`src/rtl/cache_tag_ctrl.sv`:
```
// Tag lookup/update controller for a set-associative cache with DAWG way partitioning.
// One request in flight: IDLE -> LOOKUP -> UPDATE -> RESP, with a per-domain replacement pointer.
module cache_tag_ctrl #(
  parameter int WAY_NUM    = 4,
  parameter int INDEX_W    = 10,
  parameter int TAG_W      = 18,
  parameter int DOMAIN_NUM = 2,
  localparam int WAY_W     = (WAY_NUM > 1) ? $clog2(WAY_NUM) : 1,
  localparam int DOM_W     = (DOMAIN_NUM > 1) ? $clog2(DOMAIN_NUM) : 1
) (
  input  logic                               clk,
  input  logic                               rst,
  input  logic                               req_valid,
  output logic                               req_ready,
  input  logic [INDEX_W-1:0]                 req_index,
  input  logic [TAG_W-1:0]                   req_tag,
  input  logic                               req_write,
  input  logic [DOM_W-1:0]                   req_domain,
  input  logic [WAY_NUM-1:0]                 req_way_mask,
  output logic [INDEX_W-1:0]                 tag_index,
  output logic [WAY_W-1:0]                   tag_way,
  output logic                               tag_req_we,
  output logic [TAG_W+1:0]                   tag_write,
  input  logic [WAY_NUM-1:0][TAG_W+1:0]      tag_read,
  output logic                               rsp_valid,
  input  logic                               rsp_ready,
  output logic                               rsp_hit,
  output logic [WAY_W-1:0]                   rsp_way,
  output logic                               rsp_evict,
  output logic [TAG_W-1:0]                   rsp_evict_tag,
  output logic                               rsp_err
);

  typedef enum logic [1:0] {IDLE, LOOKUP, UPDATE, RESP} state_t;

  localparam int VALID_BIT = TAG_W + 1;
  localparam int DIRTY_BIT = TAG_W;

  state_t               state_reg;
  logic [TAG_W-1:0]     tag_reg;
  logic                 write_reg;
  logic [DOM_W-1:0]     dom_reg;
  logic [WAY_NUM-1:0]   mask_reg;
  logic [WAY_W-1:0]     ptr_reg [DOMAIN_NUM];

  // Decision captured in LOOKUP, consumed in UPDATE
  logic                 hit_reg;
  logic                 err_reg;
  logic [WAY_W-1:0]     way_reg;
  logic                 evict_reg;
  logic [TAG_W-1:0]     evict_tag_reg;
  logic                 ptr_upd_reg;
  logic [WAY_W-1:0]     ptr_new_reg;
  logic                 we_reg;

  logic [WAY_NUM-1:0]   hit_vec;
  logic [WAY_NUM-1:0]   inv_vec;
  logic [WAY_W-1:0]     hit_way;
  logic [WAY_W-1:0]     inv_way;
  logic [WAY_W-1:0]     ptr_cur;
  logic [WAY_W-1:0]     rot_way;
  logic [WAY_W-1:0]     victim_way;
  logic [WAY_W-1:0]     ptr_after;
  logic [TAG_W+1:0]     victim_entry;
  logic                 victim_dirty;

  generate
    for (genvar gi = 0; gi < WAY_NUM; gi++) begin : g_way
      assign hit_vec[gi] = mask_reg[gi] & tag_read[gi][VALID_BIT]
                         & (tag_read[gi][TAG_W-1:0] == tag_reg);
      assign inv_vec[gi] = mask_reg[gi] & ~tag_read[gi][VALID_BIT];
    end
  endgenerate

  // Priority encoders scan downward so the lowest matching way wins.
  always_comb begin
    hit_way    = '0;
    inv_way    = '0;
    rot_way    = '0;
    ptr_after  = '0;
    ptr_cur    = ptr_reg[dom_reg];
    for (int w = WAY_NUM - 1; w >= 0; w--) begin
      if (hit_vec[w]) hit_way = WAY_W'(w);
      if (inv_vec[w]) inv_way = WAY_W'(w);
    end
    // A pointer left outside the current mask slides forward to the first owned way.
    for (int k = WAY_NUM - 1; k >= 0; k--) begin
      if (mask_reg[ptr_cur + WAY_W'(k)]) rot_way = ptr_cur + WAY_W'(k);
    end
    victim_way = (|inv_vec) ? inv_way : rot_way;
    // k == WAY_NUM truncates to the victim itself, covering single-way masks.
    for (int k = WAY_NUM; k >= 1; k--) begin
      if (mask_reg[victim_way + WAY_W'(k)]) ptr_after = victim_way + WAY_W'(k);
    end
    victim_entry = tag_read[victim_way];
    victim_dirty = victim_entry[VALID_BIT] & victim_entry[DIRTY_BIT];
  end

  assign req_ready  = (state_reg == IDLE) && !rst;
  assign tag_req_we = we_reg && !rst;

  always_ff @(posedge clk) begin
    if (rst) begin
      state_reg     <= IDLE;
      tag_reg       <= '0;
      write_reg     <= 1'b0;
      dom_reg       <= '0;
      mask_reg      <= '0;
      hit_reg       <= 1'b0;
      err_reg       <= 1'b0;
      way_reg       <= '0;
      evict_reg     <= 1'b0;
      evict_tag_reg <= '0;
      ptr_upd_reg   <= 1'b0;
      ptr_new_reg   <= '0;
      we_reg        <= 1'b0;
      tag_index     <= '0;
      tag_way       <= '0;
      tag_write     <= '0;
      rsp_valid     <= 1'b0;
      rsp_hit       <= 1'b0;
      rsp_way       <= '0;
      rsp_evict     <= 1'b0;
      rsp_evict_tag <= '0;
      rsp_err       <= 1'b0;
      for (int d = 0; d < DOMAIN_NUM; d++) ptr_reg[d] <= '0;
    end else begin
      case (state_reg)
        IDLE: begin
          if (req_valid) begin
            tag_index <= req_index;
            tag_reg   <= req_tag;
            write_reg <= req_write;
            dom_reg   <= req_domain;
            mask_reg  <= req_way_mask;
            state_reg <= LOOKUP;
          end
        end

        LOOKUP: begin
          state_reg     <= UPDATE;
          err_reg       <= (mask_reg == '0);
          evict_reg     <= 1'b0;
          evict_tag_reg <= '0;
          ptr_upd_reg   <= 1'b0;
          ptr_new_reg   <= ptr_after;
          if (mask_reg == '0) begin
            hit_reg <= 1'b0;
            way_reg <= '0;
            we_reg  <= 1'b0;
          end else if (|hit_vec) begin
            // Only a store to a clean line needs the dirty bit set.
            hit_reg   <= 1'b1;
            way_reg   <= hit_way;
            we_reg    <= write_reg & ~tag_read[hit_way][DIRTY_BIT];
            tag_way   <= hit_way;
            tag_write <= {1'b1, 1'b1, tag_reg};
          end else begin
            hit_reg       <= 1'b0;
            way_reg       <= victim_way;
            we_reg        <= 1'b1;
            tag_way       <= victim_way;
            tag_write     <= {1'b1, write_reg, tag_reg};
            evict_reg     <= victim_dirty;
            evict_tag_reg <= victim_dirty ? victim_entry[TAG_W-1:0] : '0;
            ptr_upd_reg   <= ~|inv_vec;
          end
        end

        UPDATE: begin
          we_reg        <= 1'b0;
          if (ptr_upd_reg) ptr_reg[dom_reg] <= ptr_new_reg;
          rsp_valid     <= 1'b1;
          rsp_hit       <= hit_reg;
          rsp_way       <= way_reg;
          rsp_evict     <= evict_reg;
          rsp_evict_tag <= evict_tag_reg;
          rsp_err       <= err_reg;
          state_reg     <= RESP;
        end

        RESP: begin
          if (rsp_ready) begin
            rsp_valid <= 1'b0;
            state_reg <= IDLE;
          end
        end

        default: state_reg <= IDLE;
      endcase
    end
  end

endmodule

```
`config.mk`:
```
export PLATFORM = sky130hd
export DESIGN_NAME = cache_tag_ctrl
export DESIGN_NICKNAME = d
export VERILOG_FILES = /design/src/rtl/cache_tag_ctrl.sv
export SDC_FILE = /design/constraint.sdc
export NUM_CORES = 1
export LEC_CHECK = 0
export ABC_CLOCK_PERIOD_IN_PS = 2710
export BUFFER_PORTS_ARGS = -buffer_cell sky130_fd_sc_hd__buf_4
export CAP_MARGIN = 20
export CELL_PAD_IN_SITES_DETAIL_PLACEMENT = 0
export CELL_PAD_IN_SITES_GLOBAL_PLACEMENT = 2
export CORE_MARGIN = 5
export CORE_UTILIZATION = 27
export DETAILED_ROUTE_END_ITERATION = 8
export PLACE_DENSITY = 0.84
export SLEW_MARGIN = 20
export SYNTH_ARGS = -nofsm -noshare
export SYNTH_HDL_FRONTEND = slang
export SYNTH_SLANG_ARGS = --single-unit
```
`constraint.sdc`:
```
create_clock -name clk -period 2.71 [get_ports clk]
set_clock_uncertainty 0.05 [all_clocks]
set_input_delay 0.1355 -clock clk [delete_from_list [all_inputs] [get_ports clk]]
set_output_delay 0.1355 -clock clk [all_outputs]
set_load 0.02 [all_outputs]
```
==> results.sh <==
export IMPL_regMostFlops="tag_write"
export IMPL_vias=5457
export IMPL_wirelength_mm=21.11
export IMPL_clk_pin_slew_ps=60
export IMPL_leakagePower_nw=3.687
export IMPL_port_buffers=175
export IMPL_grt_pass1_wl_mm=31.69
export IMPL_hold_class="input port to register"
export IMPL_peakVddDrop_v=0.0005013
export IMPL_antenna_found_initial=2
export IMPL_yosysMostFrequentCell="nand2_1"
export IMPL_die_width_um=156.8
export IMPL_syn_inst=651
export IMPL_cts_tree="done"
export IMPL_synth_edff_count=4
export IMPL_num_rows=53
export IMPL_coreArea_um2=21150
export IMPL_dr_pass1_iters=4
export IMPL_ys_seq_area_frac=0.3991
export IMPL_cp_common_cell="buf_4"
export IMPL_gr_total_overflow=0
export IMPL_cpPeakStageDelay_ps=490
export IMPL_cp_max_fo=11
export IMPL_area_delta_synth_final_pct=48.51
export IMPL_initial_core_util=0.2751
export IMPL_worst_pin_slew_ps=808.6
export IMPL_reg2regPathDepth=11
export IMPL_post_drt_via_cell_ratio=4.733
export IMPL_ios=176
export IMPL_worst_r2r_setup_slack_ps=70
export IMPL_critical_path_cell_chain="mux2_2 > nor2_2 > buf_4 > o21ai_1 > a31oi_2 > nor3_4 > buf_4 > buf_12 > or3b_2 > o211a_1 > a211oi_1"
export IMPL_end_kind="register"
export IMPL_ys_flop_type="dfxtp_1"
export IMPL_dieHeight_um=156.8
export IMPL_avgSynthCellArea_um2=8.939
export IMPL_drt_initial_drc_count=223
export IMPL_worstHoldStart="rst"
export IMPL_cts_sinks=114
export IMPL_fin_area_um2=8642
export IMPL_p_total_w=0.006900
export IMPL_critPathBufInv=3
export IMPL_rsz0062_at_grt="true"
export IMPL_holdPathEnd="rsp_evict_tag[15]$_SDFFE_PP0P_"
export IMPL_maxCapViolCount=0
export IMPL_grt_start_max_net_pins=71
export IMPL_layout_min_cycle_time_ps=2636
export IMPL_cts_root_buf="clkbuf_16"
export IMPL_startpoint_type="register"
export IMPL_ys_types=51
export IMPL_fin_util=0.4085
export IMPL_clockBufferDepth=2
export IMPL_worstPathArrival_ps=2900
export IMPL_finalNetCount=986
export IMPL_die_area_um2=24590
export IMPL_synthTopCellsByArea="dfxtp_1 (38%), xor2_1 (11%), nand2_1 (8.1%)"
export IMPL_syn_area_um2=5819
export IMPL_yosys_warnings=0
export IMPL_fin_crit_sh=0.9726
export IMPL_hold_ws_ps=19.94
export IMPL_path_delay_family="simple AND/OR/NAND/NOR gates"
export IMPL_largest_register_ffs=20
export IMPL_fmax_mhz=379.4
export IMPL_maxSlewHeadroom=0.4560
export IMPL_place_congestion=0.9221
export IMPL_synthesis_nets=774
export IMPL_clock_latency_ps=410
export IMPL_cts_buffers=17
export IMPL_dpl_instance_area_um2=7595
export IMPL_tns_ps=0
export IMPL_report_final_hold_viol_count=0
export IMPL_yosys_area_top_type="dfxtp_1"
export IMPL_antenna_left=0
export IMPL_worstReg2RegEnd="ptr_new_reg[0]$_SDFFE_PP0P_"
export IMPL_synth_commonest_cells="nand2_1 (125), dfxtp_1 (110), xor2_1 (71)"
export IMPL_synth_async_reset_ratio=0
export IMPL_drc_errors=0
export IMPL_p_per_area_nw_per_um2=798.5
export IMPL_status="completed"
export IMPL_criticalPathCategory="register to register"
export IMPL_drive_gt1_frac=0.3128
export IMPL_track_usage=0.1689
export IMPL_holdPathStages=2
export IMPL_cpMaxStageDelayCell="or3b_2"
export IMPL_hpwl_mm=16.57
export IMPL_post_drt_wl_per_cell_um=18.31
export IMPL_ys_ff_latch=114
export IMPL_setup_viol=0
export IMPL_grt_pass1_vias=5614
export IMPL_required_ps=2980
export IMPL_drv_slew=0
export IMPL_cts_htree_levels=4
export IMPL_yosysTopAreaCellShare=0.3784
-- per-layer routing --
layer | global-route usage | routed length (um) | up-vias
met5 | 0 | 0 | -
met4 | 0.06653 | 508 | 0
met3 | 0.05808 | 1578 | 31
met2 | 0.2706 | 9854 | 164
met1 | 0.2090 | 9167 | 2569
li1 | - | - | 2693
-- report_power, final --
| group | switching [W] | total (W) | internal [W] |
|---|---|---|---|
| logic | 0.00126 | 0.00234 | 0.00108 |
| clock network | 0.000806 | 0.00248 | 0.00168 |
| registers | 0.000195 | 0.00208 | 0.00188 |
-- metrics by stage --
step	setup WS [ps]	std cells
finish	74.25	1153
global route	-23.51	1153
CTS	12.87	1151
detailed placement	-73.24	1083
global placement	-59.44	1083
floorplan	56.64	651
-- what timing repair did --
action | CTS | global route
resized for setup | 2 | 2
hold endpoints to repair | 36 | 0
setup buffers | 1 | 0
hold buffers | 35 | 0
cloned | 0 | 0
endpoints found under the setup margin | 19 | 19
pin swaps | 2 | 1
-- kinds of logic (layout without fill, tap and decap cells) --
kind of cell,after synthesis,count (layout),share of synthesized area
buffers and inverters,61,286,0.04257
DFF,114,114,0.3991
xor gates and xnor gates,72,72,0.1084
adders and majority gates,5,5,0.01075
other,0,2,0
muxes,50,50,0.1251
AOI/OAI and AO/OA,106,106,0.1202
and+or+nand+nor,243,243,0.1939
-- worst max-delay path by stage --
stage / depth (start not counted) / start / to
after floorplan: 8 / register / evict_tag_reg[12]$_SDFFE_PP0P_
after global placement: 8 / register / evict_tag_reg[7]$_SDFFE_PP0P_
after detailed placement: 8 / register / evict_tag_reg[3]$_SDFFE_PP0P_
after CTS: 11 / register / ptr_new_reg[0]$_SDFFE_PP0P_
after global routing: 11 / register / ptr_new_reg[0]$_SDFFE_PP0P_
final: 11 / register / ptr_new_reg[0]$_SDFFE_PP0P_
-- placed cells by master (no fill, tap or decap), types with 3 or more instances in the layout --
cell type	n
buf_4	205
edfxtp_1	4
a21o_1	7
mux4_2	18
clkbuf_16	17
buf_12	6
nand2b_1	3
dlygate4sd3_1	35
xor2_1	71
clkinvlp_4	3
bufinv_16	5
nor4_1	35
nand2_1	125
a211oi_1	3
dfxtp_1	110
nor2b_1	7
a22o_1	18
nand4_1	4
ha_1	5
a21oi_1	55
nor3_1	8
inv_1	7
nand3_1	6
nor2_1	41
mux2i_1	30
-- final cells by class --
type,instances,area [um^2]
clock inverters,13,206.4
clock buffers,19,452.9
diodes,2,5.005
inverters,7,26.28
repair buffers,247,2021
multi-input cells,476,3264
fillers,2121,12510
well taps,275,344.1
flip-flops and latches,114,2322
No activity file was read; power rests on OpenSTA's default activity.
